$ cat src/rtl/bfloat_mac_ctrl.sv
// Sequencer for an external bfloat16 multiply-accumulate unit: clears the accumulator,
// streams cfg_len operand pairs into it, waits out the MAC latency and captures the sum.
// Ports: start/abort/cfg_len control; in_* operand stream with valid/ready; mac_* drive the
// MAC and mac_c returns its accumulator; res_* result with valid/ready; busy/done status.
module bfloat_mac_ctrl #(
    parameter int MAC_LAT = 2,
    parameter int CNT_W   = 8
) (
    input  logic             clk,
    input  logic             rst_n,
    input  logic             start,
    input  logic             abort,
    input  logic [CNT_W-1:0] cfg_len,
    input  logic             in_valid,
    output logic             in_ready,
    input  logic [15:0]      in_a,
    input  logic [15:0]      in_b,
    output logic [15:0]      mac_a,
    output logic [15:0]      mac_b,
    output logic             mac_en,
    output logic             mac_clr,
    input  logic [15:0]      mac_c,
    output logic             res_valid,
    output logic [15:0]      res_data,
    input  logic             res_ready,
    output logic             busy,
    output logic             done
);

    localparam int DW = (MAC_LAT < 1) ? 1 : $clog2(MAC_LAT + 1);

    typedef enum logic [2:0] {IDLE, CLR, LOAD, DRAIN, HOLD} state_t;

    state_t           state;
    logic [CNT_W-1:0] cnt;
    logic [CNT_W-1:0] len;
    logic [DW-1:0]    dcnt;
    logic             last_pair;

    // len is never 0 inside a run, so len-1 cannot underflow and cnt tops out at len.
    assign last_pair = (cnt == len - CNT_W'(1));
    assign busy      = (state != IDLE);

    always_ff @(posedge clk or negedge rst_n) begin
        if (!rst_n) begin
            state     <= IDLE;
            cnt       <= '0;
            len       <= '0;
            dcnt      <= '0;
            mac_a     <= '0;
            mac_b     <= '0;
            mac_en    <= 1'b0;
            mac_clr   <= 1'b0;
            in_ready  <= 1'b0;
            res_valid <= 1'b0;
            res_data  <= '0;
            done      <= 1'b0;
        end else begin
            // Strobes are single-cycle unless re-asserted below.
            mac_en  <= 1'b0;
            mac_clr <= 1'b0;
            done    <= 1'b0;
            if (abort) begin
                // Takes priority over every other input sampled on this edge.
                state     <= IDLE;
                cnt       <= '0;
                in_ready  <= 1'b0;
                res_valid <= 1'b0;
            end else begin
                case (state)
                    IDLE: begin
                        if (start && (cfg_len != '0)) begin
                            len     <= cfg_len;
                            cnt     <= '0;
                            mac_clr <= 1'b1;
                            state   <= CLR;
                        end
                    end
                    CLR: begin
                        in_ready <= 1'b1;
                        state    <= LOAD;
                    end
                    LOAD: begin
                        // No timeout: an in_valid gap simply holds the state.
                        if (in_valid) begin
                            mac_a  <= in_a;
                            mac_b  <= in_b;
                            mac_en <= 1'b1;
                            cnt    <= cnt + CNT_W'(1);
                            if (last_pair) begin
                                in_ready <= 1'b0;
                                dcnt     <= DW'(MAC_LAT);
                                state    <= DRAIN;
                            end
                        end
                    end
                    DRAIN: begin
                        // The first DRAIN cycle carries the final mac_en; MAC_LAT more
                        // cycles later the accumulator holds the complete sum.
                        if (dcnt == '0) begin
                            res_data  <= mac_c;
                            res_valid <= 1'b1;
                            state     <= HOLD;
                        end else begin
                            dcnt <= dcnt - DW'(1);
                        end
                    end
                    HOLD: begin
                        if (res_ready) begin
                            res_valid <= 1'b0;
                            done      <= 1'b1;
                            state     <= IDLE;
                        end
                    end
                    default: state <= IDLE;
                endcase
            end
        end
    end

endmodule
$ cat config.mk
export PLATFORM = sky130hd
export DESIGN_NAME = bfloat_mac_ctrl
export DESIGN_NICKNAME = d
export VERILOG_FILES = /design/src/rtl/bfloat_mac_ctrl.sv
export SDC_FILE = /design/constraint.sdc
export NUM_CORES = 1
export LEC_CHECK = 0
export BUFFER_PORTS_ARGS = -buffer_cell sky130_fd_sc_hd__buf_2
export CAP_MARGIN = 10
export CELL_PAD_IN_SITES_DETAIL_PLACEMENT = 1
export CELL_PAD_IN_SITES_GLOBAL_PLACEMENT = 2
export CORE_ASPECT_RATIO = 1.1
export CORE_MARGIN = 4
export CORE_UTILIZATION = 32
export DETAILED_ROUTE_END_ITERATION = 10
export GPL_TIMING_DRIVEN = 0
export HOLD_SLACK_MARGIN = 0.03
export PLACE_DENSITY = 0.88
export SLEW_MARGIN = 10
export SYNTH_ARGS = -nofsm -noshare
export SYNTH_HDL_FRONTEND = slang
export SYNTH_SLANG_ARGS = --single-unit
$ cat constraint.sdc
create_clock -name clk -period 3.75 [get_ports clk]
set_clock_uncertainty 0.15 [all_clocks]
set_input_delay 0.1875 -clock clk [delete_from_list [all_inputs] [get_ports clk]]
set_output_delay 0.1875 -clock clk [all_outputs]
set_load 0.02 [all_outputs]
==> results.sh <==
export IMPL_dp_slack_ps=1230
export IMPL_vias=3032
export IMPL_fin_ws_ps=1200
export IMPL_slew_headroom=0.513
export IMPL_crit_cells=7
export IMPL_cp_max_fo=6
export IMPL_synthCells=326
export IMPL_gp_congestion=0.772
export IMPL_grt_util_all_layers=0.179
export IMPL_htreeDepth=3
export IMPL_grt_first_pass_wirelength_mm=17.2
export IMPL_report_final_slew_viol_count=0
export IMPL_ant_nets=0
export IMPL_hold_viol_final=0
export IMPL_final_area_um2=4820
export IMPL_tightest_slew_ps=724
export IMPL_critPathSlowestCell="dfrtp_1"
export IMPL_hold_depth=2
export IMPL_num_antenna_cells=0
export IMPL_min_delay_start="abort"
export IMPL_critPathTopFamily="compound AO/OA/AOI/OAI gates"
export IMPL_cts_resized=0
export IMPL_synthesis_nets=391
export IMPL_grt_pass1_vias=3436
export IMPL_min_to="state[2]"
export IMPL_setup_viol=0
export IMPL_wl_mm=10.1
export IMPL_drive_gt1_frac=0.320
export IMPL_max_freq_ghz=0.392
export IMPL_seq_area_frac_synth=0.567
export IMPL_status="finished, final reports clean"
export IMPL_fp_coreArea_um2=9940
export IMPL_ys_warn_count=0
export IMPL_synth_edf_count=0
export IMPL_clk_latency_ps=350
export IMPL_r2r_cells=7
export IMPL_p_sw_mw=0.924
export IMPL_hpwlAfterDp_mm=6.66
export IMPL_cts_tree="yes"
export IMPL_post_cts_buffers=0
export IMPL_die_area_um2=11900
export IMPL_ys_ff_latch=74
export IMPL_ioPinCount=116
export IMPL_comb_power_share=0.305
export IMPL_dpl_instance_area_um2=4020
export IMPL_vias_per_cell=4.77
export IMPL_switching_share=0.355
export IMPL_cts_sinks=74
export IMPL_crit_top_cell="a2111oi_2"
export IMPL_cts_buffers=9
export IMPL_tns_ps=0
export IMPL_max_stage_delay_ps=480
export IMPL_hold_buffers=58
export IMPL_synth_area_um2=3260
export IMPL_holdCritPathClass="in2reg"
export IMPL_fin_worst_hold_slack_ps=63.6
export IMPL_critPathRequiredTime_ps=3820
export IMPL_drv_cap=0
export IMPL_antenna_found_initial=0
export IMPL_post_route_util=0.485
export IMPL_r2r_start="len[0]"
export IMPL_drc_errors=0
export IMPL_p_int_mw=1.68
export IMPL_synth_avg_cell_area_um2=10.0
export IMPL_firstDrtPassIters=4
export IMPL_p_clk_frac=0.272
export IMPL_rows=38
export IMPL_ys_flop_type="dfrtp_1"
export IMPL_start_kind="flop"
export IMPL_synth_cell_types=39
export IMPL_grt_max_degree=49
export IMPL_root_buffer="clkbuf_8"
export IMPL_stdcell_count=635
export IMPL_die_x_um=104
export IMPL_p_leak_nw=2.52
export IMPL_end_kind="flop"
export IMPL_p_per_area_nw_per_um2=540
export IMPL_power_mw=2.60
export IMPL_irDropWorstVdd_mv=0.237
export IMPL_min_period_over_period=0.681
export IMPL_rr_endpoint="dcnt[0]"
export IMPL_placed_cells_incl_taps=561
export IMPL_path_buf_inv=1
export IMPL_ys_async_sr_fraction=1.00
export IMPL_fin_crit_ps=2550
export IMPL_wire_per_inst_um=15.9
export IMPL_worstPathCellList="inv_1 -> ha_1 -> nor3b_1 -> a2111oi_2 -> o2111ai_1 -> a2111oi_2 -> o21ai_0"
export IMPL_r2r_slack_ps=1200
export IMPL_layout_nets=575
export IMPL_drt_iter0_markers=92
export IMPL_path_class="reg2reg"
export IMPL_initial_core_util=0.329
export IMPL_power_frac_seq=0.423
export IMPL_area_growth_pct=47.6
export IMPL_rsz0062_at_grt="no"
export IMPL_cp_arrival_ps=2620
export IMPL_gr_total_overflow=0
export IMPL_io_buffers=114
export IMPL_clockBufferDepth=2
export IMPL_cts_clk_slew_worst_paths_ps=90
export IMPL_die_y_um=114
-- worst max path at each step --
| stage | from | to | slack, ps |
|---|---|---|---|
| floorplan | len[0] | dcnt[0] | 1590 |
| global placement | len[0] | dcnt[0] | 1310 |
| detailed placement | len[0] | dcnt[0] | 1230 |
| CTS | len[0] | dcnt[0] | 1160 |
| global route | len[0] | dcnt[0] | 960 |
| finish | len[0] | dcnt[0] | 1200 |
-- power groups by stage --
stage	Sequential [mW]	Clock [mW]	Combinational (mW)
finish	1.10	0.707	0.793
global route	1.13	0.766	0.873
CTS	1.10	0.726	0.798
detailed placement	1.11	0	0.750
global placement	1.10	0	0.723
floorplan	1.29	0	0.263
-- kinds of logic after synthesis --
| kind of cell | count (synthesis) | share of synthesized area |
|---|---|---|
| compound gates | 35 | 0.0724 |
| xor+xnor | 9 | 0.0284 |
| fa+ha+maj | 3 | 0.0115 |
| buf+inv | 24 | 0.0291 |
| flops | 74 | 0.567 |
| mux | 26 | 0.0882 |
| simple gates | 155 | 0.203 |
-- synth_stat cells (4+ instances only) --
library cell  number  area share
nand2_1          113        0.13
and3_1             5      0.0096
inv_1             10       0.011
o21ai_0            8       0.012
clkbuf_1           9       0.010
dfrtp_1           74        0.57
mux2_2            22       0.076
mux2i_1            4       0.012
a21oi_1           12       0.018
nor2_1            12       0.014
nor4_1             4      0.0077
xnor2_1            6       0.016
nand3_1            4      0.0061
nand2b_1           4      0.0077
buf_2              4      0.0061
-- state kept, by name (all words and copies together) (netlist names) --
signal / count
mac_a: 16
done: 1
mac_b: 16
state: 3
mac_en: 1
cnt: 8
res_data: 16
len: 8
mac_clr: 1
in_ready: 1
dcnt: 2
res_valid: 1
-- worst register-to-register path, delay by kind of cell, from the launching register on --
| family | cells | cell delay (ps) |
|---|---|---|
| AO/OA/AOI/OAI | 4 | 1200 |
| adder cells (fa/ha/maj) | 1 | 300 |
| buffers and inverters | 1 | 100 |
| flip-flops | 1 | 480 |
| AND/OR/NAND/NOR | 1 | 190 |
-- cells in the final DEF (no fill, tap or decap), drive strengths merged, types with 2 or more instances in the layout --
cell / Yosys / layout
a2111oi: 2 / 2
nand2b: 4 / 4
nor2: 12 / 12
clkbuf: 9 / 18
a211oi: 2 / 2
nor3: 4 / 4
mux2i: 4 / 4
xor2: 2 / 2
a21oi: 12 / 12
dfrtp: 74 / 74
and2: 3 / 3
nand3: 4 / 4
ha: 3 / 3
clkinvlp: 0 / 2
nor3b: 2 / 2
o21ai: 9 / 9
a31oi: 3 / 3
nand2: 113 / 113
xnor2: 6 / 6
dlygate4sd3: 0 / 58
nor4: 5 / 5
buf: 4 / 119
inv: 10 / 12
mux2: 22 / 22
and3: 5 / 5
bufinv: 0 / 2
clkinv: 1 / 2
-- routing by layer --
metal | global-route usage | up-vias | share of wire
li1 | - | 1450 | -
met1 | 0.200 | 1478 | 0.40
met2 | 0.326 | 90 | 0.53
met3 | 0.0577 | 14 | 0.065
met4 | 0.0514 | 0 | 0.011
met5 | 0 | - | 0
-- layout make-up --
type / instances / area [um^2]
plain buffers: 13 / 53.8
clock buffers: 9 / 124
clock inverters: 7 / 100
fillers: 1161 / 5120
inverters: 11 / 41.3
multi-input cells: 228 / 1320
flip-flops and latches: 74 / 1850
well taps: 120 / 150
repair buffers: 173 / 1180
Note: power is estimated with default switching activity, not from simulation.
